===== config.mk =====
export PLATFORM = sky130hd
export DESIGN_NAME = morse_decoder
export DESIGN_NICKNAME = d
export VERILOG_FILES = /design/src/rtl/morse_decoder.sv
export SDC_FILE = /design/constraint.sdc
export NUM_CORES = 1
export LEC_CHECK = 0
export ABC_AREA = 0
export BUFFER_PORTS_ARGS = -buffer_cell sky130_fd_sc_hd__buf_4
export CORE_MARGIN = 2
export CORE_UTILIZATION = 35
export CTS_BUF_LIST = sky130_fd_sc_hd__clkbuf_2
export CTS_CLUSTER_SIZE = 16
export DETAILED_ROUTE_END_ITERATION = 6
export SETUP_SLACK_MARGIN = 0.5
export SLEW_MARGIN = 20
export SYNTH_ARGS = -nofsm -noshare
export SYNTH_HDL_FRONTEND = slang
export SYNTH_SLANG_ARGS = --single-unit

===== constraint.sdc =====
create_clock -name clk -period 4.8 [get_ports clk]
set_clock_uncertainty 0.1 [all_clocks]
set_input_delay 0.24 -clock clk [delete_from_list [all_inputs] [get_ports clk]]
set_output_delay 0.24 -clock clk [all_outputs]
set_load 0.05 [all_outputs]

===== src/rtl/morse_decoder.sv =====
// morse_decoder: times buzzer marks/spaces, classifies dots/dashes and decodes letters A-D
module morse_decoder #(
  parameter int DOT_DURATION = 3,
  parameter int DASH_THRESH  = 2 * DOT_DURATION,
  parameter int MIN_MARK     = 2,
  parameter int END_GAP      = 5 * DOT_DURATION,
  parameter int CW           = 16
) (
  input  logic       clk,
  input  logic       rst,
  input  logic       buz,
  output logic [1:0] letter,
  output logic       letter_valid,
  output logic       letter_err,
  output logic [2:0] elem_len,
  output logic [3:0] elem_bits,
  output logic       busy
);
  typedef enum logic [1:0] {IDLE, MARK, SPACE} state_t;
  state_t        state_q, state_d;
  logic [CW-1:0] cnt_q, cnt_d, cnt_inc;
  logic [3:0]    pat_q, pat_d;
  logic [2:0]    len_q, len_d;
  logic          ovf_q, ovf_d;
  logic          emit;
  logic          is_a, is_b, is_c, is_d, dec_err;
  logic [1:0]    dec_letter;
  logic [1:0]    letter_q, letter_d;
  logic          letter_valid_q, letter_valid_d;
  logic          letter_err_q, letter_err_d;
  logic [2:0]    elem_len_q, elem_len_d;
  logic [3:0]    elem_bits_q, elem_bits_d;
  // State, timing counter, captured pattern and registered results
  always_ff @(posedge clk) begin
    if (rst) begin
      state_q        <= IDLE;
      cnt_q          <= '0;
      pat_q          <= '0;
      len_q          <= '0;
      ovf_q          <= 1'b0;
      letter_q       <= '0;
      letter_valid_q <= 1'b0;
      letter_err_q   <= 1'b0;
      elem_len_q     <= '0;
      elem_bits_q    <= '0;
    end else begin
      state_q        <= state_d;
      cnt_q          <= cnt_d;
      pat_q          <= pat_d;
      len_q          <= len_d;
      ovf_q          <= ovf_d;
      letter_q       <= letter_d;
      letter_valid_q <= letter_valid_d;
      letter_err_q   <= letter_err_d;
      elem_len_q     <= elem_len_d;
      elem_bits_q    <= elem_bits_d;
    end
  end
  // Next state: mark/space timing, element capture and end-of-letter detection
  always_comb begin
    cnt_inc = &cnt_q ? cnt_q : cnt_q + CW'(1);
    state_d = state_q;
    cnt_d   = cnt_q;
    pat_d   = pat_q;
    len_d   = len_q;
    ovf_d   = ovf_q;
    emit    = 1'b0;
    case (state_q)
      IDLE: if (buz) begin
        state_d = MARK;
        cnt_d   = CW'(1);
      end
      MARK: if (buz) cnt_d = cnt_inc;
      else if (cnt_q < CW'(MIN_MARK)) begin
        state_d = (len_q != 3'd0) ? SPACE : IDLE;
        cnt_d   = CW'(1);
      end else begin
        if (len_q[2]) ovf_d = 1'b1;
        else begin
          pat_d[len_q[1:0]] = (cnt_q >= CW'(DASH_THRESH));
          len_d             = len_q + 3'd1;
        end
        state_d = SPACE;
        cnt_d   = CW'(1);
      end
      SPACE: if (buz) begin
        state_d = MARK;
        cnt_d   = CW'(1);
      end else if (cnt_inc == CW'(END_GAP)) begin
        emit    = 1'b1;
        state_d = IDLE;
        cnt_d   = '0;
        pat_d   = '0;
        len_d   = '0;
        ovf_d   = 1'b0;
      end else cnt_d = cnt_inc;
      default: state_d = IDLE;
    endcase
  end
  // Decode the held pattern and latch results on the emitting edge
  always_comb begin
    is_a           = (len_q == 3'd2) && (pat_q == 4'b0010);
    is_b           = (len_q == 3'd4) && (pat_q == 4'b0001);
    is_c           = (len_q == 3'd4) && (pat_q == 4'b0101);
    is_d           = (len_q == 3'd3) && (pat_q == 4'b0001);
    dec_err        = ovf_q | ~(is_a | is_b | is_c | is_d);
    dec_letter     = dec_err ? 2'd0 : is_b ? 2'd1 : is_c ? 2'd2 : is_d ? 2'd3 : 2'd0;
    letter_valid_d = emit;
    letter_d       = emit ? dec_letter : letter_q;
    letter_err_d   = emit ? dec_err : letter_err_q;
    elem_len_d     = emit ? len_q : elem_len_q;
    elem_bits_d    = emit ? pat_q : elem_bits_q;
  end
  // Drive ports from registered results; busy whenever a letter is in progress
  always_comb begin
    letter       = letter_q;
    letter_valid = letter_valid_q;
    letter_err   = letter_err_q;
    elem_len     = elem_len_q;
    elem_bits    = elem_bits_q;
    busy         = (state_q != IDLE);
  end
endmodule


**Word level (Yosys, flattened, before mapping)**

Cells that the tools add are included.

- Flip-flop bits (word level): 37
- Output and inout bits: 12

- Magnitude comparators: 4
- Bitwise operators: 5
- Reduce and logical (&&, ||, !) cells: 16
- Equal/unequal tests: 17
- Multiplexer cells: 41
- Add/subtract/negate cells: 2

Operators by type and width:

| operator | count |
|---|---|
| 2-to-1 mux 16 bit | 5 |
| case mux 16 bit (3 select lines) | 1 |
| 2-to-1 mux 2 bit | 10 |
| 2-to-1 mux 4 bit | 5 |
| adder 16 x 1 -> 16 bit (second input constant) | 1 |
| equality test 16 x 4 -> 1 bit (second input constant) | 1 |
| greater-or-equal comparator 16 x 3 -> 1 bit (second input constant) | 1 |
| less-than comparator 16 x 2 -> 1 bit (second input constant) | 1 |
| AND reduction 16 bit | 1 |
| 2-to-1 mux 3 bit | 5 |
| != test 2 bit (second input constant) | 7 |
| AND reduction 6 bit | 2 |
| 2-to-1 mux 1 bit | 9 |
| case mux 4 bit (2 select lines) | 1 |
| equality test 3 x 2 -> 1 bit (second input constant) | 2 |
| case mux 2 bit (3 select lines) | 1 |
| case mux 3 bit (2 select lines) | 1 |
| nonzero test 3 bit | 2 |
| logical AND 1 bit | 5 |
| AND reduction 5 bit | 1 |
| bitwise mux 4 bit | 1 |
| equality test 4 x 1 -> 1 bit (second input constant) | 1 |
| equality test 4 x 2 -> 1 bit (second input constant) | 1 |
| equality test 4 x 3 -> 1 bit (second input constant) | 1 |
| 15 further kinds | 19 |

**Logic depth before layout (Yosys ltp)**

Gate-level depths: netlist of the first run.

- Word-level depth: 9
- Mapped depth: 11
- Mapped depth without buffers: 9

**Worst setup path after synthesis of the first run**

No wires, ideal clock.

- Kind: register to register
- From: register cnt_q[0]
- To: register cnt_q[10]
- Library setup time: 123 ps
- Data required time: 4577 ps
- Arrival time: 2240 ps
- Period minus slack after synthesis: 2463 ps
- Path slack: 2337 ps
- Cell stages (with the launch flop): 12
- Cells stage by stage: dfxtp_1 -> ha_1 -> and4_4 -> buf_6 -> nand4_4 -> nand4_1 -> a221o_1 -> o31a_1 -> buf_2 -> buf_6 -> a31oi_1 -> a21oi_1

- Cells in the longest elaborated chain, start to end: 6

Ends and longest elaborated chain:

| element | line | RTL |
|---|---|---|
| start, declared | 21 | `logic [CW-1:0] cnt_q, cnt_d, cnt_inc;` |
| start signal, assigned | 48 | `cnt_q <= cnt_d;` |
| adder 16 x 1 -> 16 bit / AND reduction 16 bit (equally long branches) | 61 | `cnt_inc = &cnt_q ? cnt_q : cnt_q + CW'(1);` |
| 2-to-1 mux 16 bit * | 61 |  |
| equality test 16 x 4 -> 1 bit | 89 | `end else if (cnt_inc == CW'(END_GAP)) begin` |
| 2-to-1 mux 16 bit | 89 |  |
| 2-to-1 mux 16 bit | 86 | `SPACE: if (buz) begin` |
| case mux 16 bit (3 select lines) * | 68 | `case (state_q)` |

Every way passes the cells marked *; elsewhere a longest branch is shown, timed or not.
A chain may end at the register's enable or synchronous reset.

**Final worst setup path of the first run**

- From: register cnt_q[1]
- To: register cnt_q[8]

The elaborated chain is that of the path after synthesis.

==> results_dict.tcl, run 1 <==
set metrics [dict create \
    syn_area_per_cell_um2 7.78 \
    dominantRegCellSynth "dfxtp_1" \
    dieHeight_um 88.2 \
    ant_nets 0 \
    fp-row-count 30 \
    period_needed_ns 3.24 \
    io-pin-count 15 \
    wirelength_mm 5.53 \
    worst-setup-path-type "flip-flop to flip-flop" \
    r2r_end "cnt_q[8]" \
    crit_chain "ha_1 -> and4_4 -> nand4_4 -> nand4_1 -> a221o_1 -> o31a_1 -> o21ai_0 -> a211oi_1" \
    syn_to_final_growth_pct 4.34 \
    cp-start-kind "flip-flop" \
    grt_pass1_vias 1991 \
    hold_class "input port to flip-flop" \
    first_pass_iters 4 \
    nets 321 \
    crit_start "cnt_q[1]" \
    cts_tree "done" \
    die_w_um 88.2 \
    holdCritStartpoint "buz" \
    cts_hold_buffers 0 \
    viasPerCell 5.44 \
    cp_slowest_cell "o31a_1" \
    leakage_nw 0.982 \
    place_inst 398 \
    powerDensity_nw_per_um2 230 \
    vias 2208 \
    regToRegSetupSlack_ns 1.56 \
    synth_edf_count 0 \
    path_buf_inv 0 \
    hpwl_mm 3.73 \
    cp.arrival_ns 3.48 \
    hold_path_depth 3 \
    place_area_um2 2520 \
    grt_overflow 0 \
    synth.area.top_cells "dfxtp_1, nand2_1, mux2i_1" \
    place_ws_ns 1.61 \
    path_max_fanout 26 \
    finalCritPeriodShare_pct 67.6 \
    fill_cells 743 \
    grt_max_degree 29 \
    antenna_found_initial 0 \
    r2r_cells 8 \
    drtIter0Drc 120 \
    synth.top_cells.by_count "dfxtp_1, nand2_1, nand3_1, nor2_1, a21oi_1" \
    slew_headroom_pct 39.0 \
    synth-seq-cells 37 \
    final_area_um2 2590 \
    hold_viol_final 0 \
    critical_path.top_delay_family "compound AO/OA/AOI/OAI gates" \
    gp_routability_congestion 0.805 \
    fin_util_pct 37.9 \
    ys_seq_area_share_pct 29.9 \
    async_flop_share_pct 0 \
    path_clk_slew_ns 0.22 \
    max_freq_mhz 308 \
    cts_resized 0 \
    cts_buffers 5 \
    layout_setup_ws_ns 1.56 \
    end_kind "flip-flop" \
    yosysTopAreaCell "dfxtp_1" \
    final-setup-viol-count 0 \
    clock_latency_ns 0.41 \
    total_power_mw 0.597 \
    cts_root_buf "clkbuf_2" \
    rsz0062_at_grt "false" \
    status "finished, final reports clean" \
    dieArea_um2 7780 \
    drive_gt1_share_pct 11.0 \
    cts_sinks 37 \
    syn_area_um2 2480 \
    track_usage_pct 15.1 \
    worstPathRequired_ns 5.03 \
    ys_types 55 \
    grt_pass1_wl_mm 9.43 \
    worst_pin_slew_ns 0.914 \
    fin_hold_ws_ns 0.0322 \
    syn_nets 331 \
    crit-reg2reg-launch "cnt_q[1]" \
    slowest_delay_ns 0.77 \
    routedWlPerCell_um 13.6 \
    tns_ns 0 \
    final_cells 406 \
    drv_slew 0 \
    synthCells 319 \
    core_area_um2 6830 \
    io_buffers 14 \
    max_cap_viol_count 0 \
    vdd.ir_drop.worst_mv 0.0784 \
    yosysTopAreaCellShare_pct 29.9 \
    hold_path_end "state_q[0]" \
    initial_core_util_pct 36.3 \
    synth_warnings 0 \
    htree_num_levels 2 \
    cts_buffer_depth 2 \
    drc_errors 0 \
    diodes 0 \
    cts_setup_buffers 0 \
]
## cells by family (layout without fill, tap and decap cells)
group                      count (synthesis)  count (layout)  share of synthesized area [%]
buffers and inverters                     44              35                           9.73
muxes                                     13              13                           5.24
adders and majority gates                  9               9                           4.54
xor gates and xnor gates                   5               5                           1.77
and+or+nand+nor                          141             141                           30.5
AOI/OAI and AO/OA                         70              70                           18.4
DFF                                       37              37                           29.9
## layout by cell type, fill, tap and decap left out, types with 9 or more instances in the layout
cell type / netlist / final
a31oi_1: 10 / 10
inv_1: 12 / 12
ha_1: 9 / 9
dfxtp_1: 37 / 37
o21ai_0: 15 / 15
buf_4: 2 / 15
nor3_1: 12 / 12
a21oi_1: 17 / 17
mux2i_1: 13 / 13
nand2_1: 37 / 37
nor2_1: 24 / 24
nand4_1: 11 / 11
nand3_1: 24 / 24
## sequential cells by signal, indices dropped and copies added (netlist names)
| signal | flops |
|---|---|
| len_q | 3 |
| elem_bits | 4 |
| ovf_q | 1 |
| elem_len | 3 |
| pat_q | 4 |
| cnt_q | 16 |
| letter_err | 1 |
| letter | 2 |
| state_q | 2 |
| letter_valid | 1 |
## worst max-delay path by stage
stage                endpoint  cells past startpoint
floorplan           cnt_q[10]                     11
global placement    cnt_q[12]                      8
CTS                  cnt_q[8]                      8
finish               cnt_q[8]                      8
detailed placement  cnt_q[12]                      8
global route        cnt_q[12]                      8
## worst reg2reg max path, delay by kind of cell, from the launching register on
family,cells,cell delay (ns)
adders and majority gates,1,0.35
and+or+nand+nor,3,0.75
AOI/OAI and AO/OA,4,1.43
DFF,1,0.54
## report_power, final
group / total [mW] / leakage [nW] / switching [mW] / internal, mW
registers: 0.318 / 0.299 / 0.00647 / 0.312
logic: 0.0682 / 0.644 / 0.0451 / 0.0232
clock network: 0.210 / 0.0392 / 0.121 / 0.0887
total: 0.597 / 0.982 / 0.173 / 0.424
## cell type report
class / instances / area [µm²] / area share, %
Multi-Input combinational cell: 238 / 1500 / 57.9
Clock buffer: 5 / 25.0 / 0.967
Timing Repair Buffer: 15 / 113 / 4.35
Tap cell: 96 / 120 / 4.64
Clock inverter: 3 / 46.3 / 1.79
Sequential cell: 37 / 741 / 28.6
Inverter: 12 / 45.0 / 1.74
## routing by layer
layer	GRT usage [%]	vias up	share of wire, %
met4	3.86	0	1.0
met5	0	-	0
li1	-	1136	-
met3	2.92	7	4.9
met2	24.1	45	46
met1	21.0	1020	48
No activity file was read; power rests on OpenSTA's default activity.
==> run 2, diff against run 1 <==
==> constraint.sdc (replaced) <==
create_clock -name clk -period 3.3 [get_ports clk]
set_clock_uncertainty 0.1 [all_clocks]
set_input_delay 0.165 -clock clk [delete_from_list [all_inputs] [get_ports clk]]
set_output_delay 0.165 -clock clk [all_outputs]
set_load 0.05 [all_outputs]
==> results_dict.tcl, run 2 (synthesis gave the netlist of run 1 again) <==
set metrics [dict create \
    max_freq_mhz 373 \
    grt_pass1_wl_mm 9.61 \
    wirelength_mm 5.72 \
    cp.arrival_ns 2.96 \
    final_cells 412 \
    nets 327 \
    cp-start-kind "flip-flop" \
    gp_routability_congestion 0.818 \
    r2r_cells 8 \
    fp-row-count 30 \
    antenna_found_initial 0 \
    clock_latency_ns 0.42 \
    cts_tree "done" \
    largest_reg_flops 16 \
    drive_gt1_share_pct 13.6 \
    status "finished, final reports clean" \
    diodes 0 \
    worstSetupPathDepth 8 \
    routedWlPerCell_um 13.9 \
    hold_viol_final 0 \
    worst_pin_slew_ns 0.681 \
    grt_overflow 0 \
    cts_root_buf "clkbuf_2" \
    finalCritPeriodShare_pct 81.2 \
    place_area_um2 2550 \
    period_needed_ns 2.68 \
    drc_errors 0 \
    ant_nets 0 \
    slowest_delay_ns 0.54 \
    vias 2269 \
    place_inst 402 \
    rsz0062_at_grt "true" \
    track_usage_pct 15.4 \
    cts_setup_buffers 0 \
    path_clk_slew_ns 0.22 \
    syn_to_final_growth_pct 6.86 \
    powerDensity_nw_per_um2 327 \
    cts_buffers 5 \
    place_ws_ns 0.447 \
    grt_max_degree 29 \
    vdd.ir_drop.worst_mv 0.148 \
    drv_slew 0 \
    regArea_um2 749 \
    fin_util_pct 38.8 \
    worstPathRequired_ns 3.58 \
    core_area_um2 6830 \
    path_buf_inv 0 \
    viasPerCell 5.51 \
    crit_chain "ha_2 -> and4_4 -> nand4_4 -> nand4_1 -> a221o_1 -> nand3b_4 -> or4_1 -> a21oi_1" \
    final_area_um2 2650 \
    end_kind "flip-flop" \
    drtIter0Drc 134 \
    dieArea_um2 7780 \
    grt_pass1_vias 1982 \
    cts_buffer_depth 2 \
    io-pin-count 15 \
    multi_input_area_um2 1500 \
    cp_slowest_cell "or4_1" \
    first_pass_iters 5 \
    layout_setup_ws_ns 0.619 \
    max_cap_viol_count 0 \
    die_w_um 88.2 \
    total_power_mw 0.868 \
    critical_path.top_delay_family "simple AND/OR/NAND/NOR gates" \
    io_buffers 14 \
    cts_sinks 37 \
    hold_class "flip-flop to flip-flop" \
    htree_num_levels 2 \
    worst-setup-path-type "flip-flop to flip-flop" \
    layout_commonest_cell "nand2_1" \
    leakage_nw 1.01 \
    initial_core_util_pct 36.3 \
    fill_cells 752 \
    slew_headroom_pct 54.6 \
    final-setup-viol-count 0 \
    largest-register "cnt_q" \
    hpwl_mm 3.98 \
    tns_ns 0 \
    hold_path_depth 2 \
    fin_hold_ws_ns 0.368 \
    dieHeight_um 88.2 \
    layout_common_cells "nand2_1, dfxtp_1, nor2_1, nand3_1, buf_4" \
    path_max_fanout 12 \
]
==> run 2: worst min-delay path, delay by kind of cell, from the launching register on <==
family | cells | cell delay, ns
AOI/OAI and AO/OA | 1 | 0.05
and+or+nand+nor | 1 | 0.05
DFF | 1 | 0.36
==> run 2: final timing paths <==
kind	slack [ns]	end	startpoint
worst max-delay path	0.62	letter[0]	cnt_q[0]
worst min register to register	0.37	letter[1]	letter[1]
worst min-delay path	0.37	letter[1]	letter[1]
worst max register to register	0.62	letter[0]	cnt_q[0]
==> run 2: per-layer routing <==
| layer | vias up | track usage [%] | routed length (µm) |
|---|---|---|---|
| met1 | 1037 | 21.6 | 2800 |
| met2 | 77 | 23.8 | 2580 |
| met4 | 0 | 4.82 | 68 |
| met3 | 10 | 3.11 | 283 |
| li1 | 1145 | - | - |
| met5 | - | 0 | 0 |
==> run 2: layout make-up <==
class / instances / area share, %
timing repair buffer: 21 / 6.13
clock inverter: 3 / 1.75
tap: 96 / 4.53
multi-input combinational: 238 / 56.7
sequential: 37 / 28.3
clock buffer: 5 / 0.944
inverter: 12 / 1.70
==> run 2: timing repair <==
item,in CTS,in global routing
endpoints found under the hold margin,7,0
setup endpoints to repair,2,20
pin swaps,0,2
hold buffers,2,0
resized for setup,2,5
==> run 2: power by group <==
| part | internal (mW) | switching (mW) | total, mW |
|---|---|---|---|
| clock network | 0.129 | 0.173 | 0.302 |
| logic | 0.0364 | 0.0670 | 0.103 |
| registers | 0.453 | 0.00977 | 0.463 |
| total | 0.619 | 0.250 | 0.868 |
==> run 3, diff against run 2 <==
==> constraint.sdc (replaced) <==
create_clock -name clk -period 2.15 [get_ports clk]
set_clock_uncertainty 0.1 [all_clocks]
set_input_delay 0.1075 -clock clk [delete_from_list [all_inputs] [get_ports clk]]
set_output_delay 0.1075 -clock clk [all_outputs]
set_load 0.05 [all_outputs]
==> results_dict.tcl, run 3 (synthesis gave the netlist of run 1 again) <==
set metrics [dict create \
    io_buffers 14 \
    fin_hold_ws_ns -0.0669 \
    place_inst 466 \
    antenna_found_initial 0 \
    leakage_nw 1.44 \
    fp-row-count 30 \
    path_clk_slew_ns 0.24 \
    dieArea_um2 7780 \
    drive_gt1_share_pct 39.1 \
    syn_to_final_growth_pct 39.9 \
    clock_latency_ns 0.40 \
    cp.arrival_ns 2.61 \
    dieHeight_um 88.2 \
    cp-start-kind "flip-flop" \
    drtIter0Drc 98 \
    end_kind "flip-flop" \
    grt_max_degree 29 \
    final_cells 485 \
    drv_slew 0 \
    gp_routability_congestion 0.905 \
    hold_viol_final 8 \
    layout_commonest_cell "buf_4" \
    ant_nets 0 \
    io-pin-count 15 \
    track_usage_pct 18.3 \
    core_area_um2 6830 \
    cts_buffers 5 \
    slew_headroom_pct 62.5 \
    grt_pass1_wl_mm 11.5 \
    layout_common_cells "buf_4, nand2_1, dfxtp_1" \
    routedWlPerCell_um 14.4 \
    period_needed_ns 2.35 \
    cts_tree "done" \
    worstPathRequired_ns 2.41 \
    final_area_um2 3470 \
    cts_root_buf "clkbuf_2" \
    violations "hold timing, setup timing" \
    first_pass_iters 4 \
    drc_errors 0 \
    final-setup-viol-count 35 \
    place_area_um2 3110 \
    hold_class "input port to flip-flop" \
    fill_cells 679 \
    powerDensity_nw_per_um2 442 \
    worst_pin_slew_ns 0.561 \
    rsz0062_at_grt "true" \
    die_w_um 88.2 \
    wirelength_mm 6.97 \
    htree_num_levels 2 \
    layout_setup_ws_ns -0.203 \
    finalCritPeriodShare_pct 109 \
    diodes 0 \
    cts_buffer_depth 2 \
    vias 2545 \
    largest_reg_flops 16 \
    grt_pass1_vias 2423 \
    total_power_mw 1.53 \
    initial_core_util_pct 36.3 \
    max_freq_mhz 425 \
    max_cap_viol_count 0 \
    path_max_fanout 5 \
    cts_sinks 37 \
    nets 400 \
    hpwl_mm 4.85 \
    status "finished with violations" \
    vdd.ir_drop.worst_mv 0.381 \
    grt_overflow 0 \
    viasPerCell 5.25 \
    worst-setup-path-type "flip-flop to flip-flop" \
    largest-register "cnt_q" \
]
## run 3: cell count changes in the layout (fill, tap and decap cells not counted), sizes merged
cell	before	now
buf	19	92
bufinv	1	2
clkinv	1	0
inv	12	13
clkinvlp	1	0
## run 3: area by class of cell
class	instances	area, µm²	area share [%]
clock inverter	3	68.8	1.98
timing repair buffer	94	757	21.8
sequential	37	764	22.0
multi-input combinational	238	1690	48.7
clock buffer	5	25.0	0.721
inverter	12	45.0	1.30
tap	96	120	3.46
## run 3: per-layer routing
metal  global-route usage, %  vias up  routed length, µm
met5                       0        -                  0
met4                    2.89        0                 27
met2                    32.1       28               3500
met3                    3.11        2                137
li1                        -     1289                  -
met1                    23.9     1226               3310
## run 3: critical path, cell delays in order (launching register included)
cell and delay, ns:
dfxtp_4 0.42, ha_4 0.16, nand4_1 0.16, nor2_2 0.19
mux2i_1 0.10, a221o_1 0.38, nand3b_4 0.18, or4_1 0.50
a21oi_2 0.12
## run 3: stage by stage
| stage | setup TNS (ns) | setup slack [ns] | utilization (%) | hold slack [ns] |
|---|---|---|---|---|
| global placement | -2.38 | -0.154 | 45.5 | 0.343 |
| detailed placement | -4.23 | -0.218 | 45.5 | 0.348 |
| CTS | -3.50 | -0.190 | 49.1 | -0.0419 |
| floorplan | -0.740 | -0.0733 | - | 0.349 |
| global route | -7.07 | -0.271 | 50.8 | -0.117 |
| finish | -4.36 | -0.203 | 50.8 | -0.0669 |
## run 3: where the power goes
| part | internal [mW] | leakage [nW] | switching, mW |
|---|---|---|---|
| combinational | 0.104 | 1.08 | 0.136 |
| sequential | 0.694 | 0.305 | 0.0109 |
| clock | 0.317 | 0.0536 | 0.272 |
| total | 1.11 | 1.44 | 0.418 |
## run 3: timing repair
item / CTS / global route
buffers inserted: 6 / 3
pin swaps: 3 / 6
endpoints found under the hold margin: 14 / 13
hold buffers: 1 / 1
gates resized for setup: 26 / 21
setup endpoints to repair: 38 / 38
## run 3: path summary, 6_finish.rpt
| check | cells past startpoint | slack [ns] | to | start |
|---|---|---|---|---|
| setup / recovery | 8 | -0.20 | letter[0] | cnt_q[1] |
| hold / removal | 2 | -0.07 | cnt_q[3] | rst |
| setup reg to reg | 8 | -0.20 | letter[0] | cnt_q[1] |
| hold reg to reg | 2 | 0.37 | letter[1] | letter[1] |
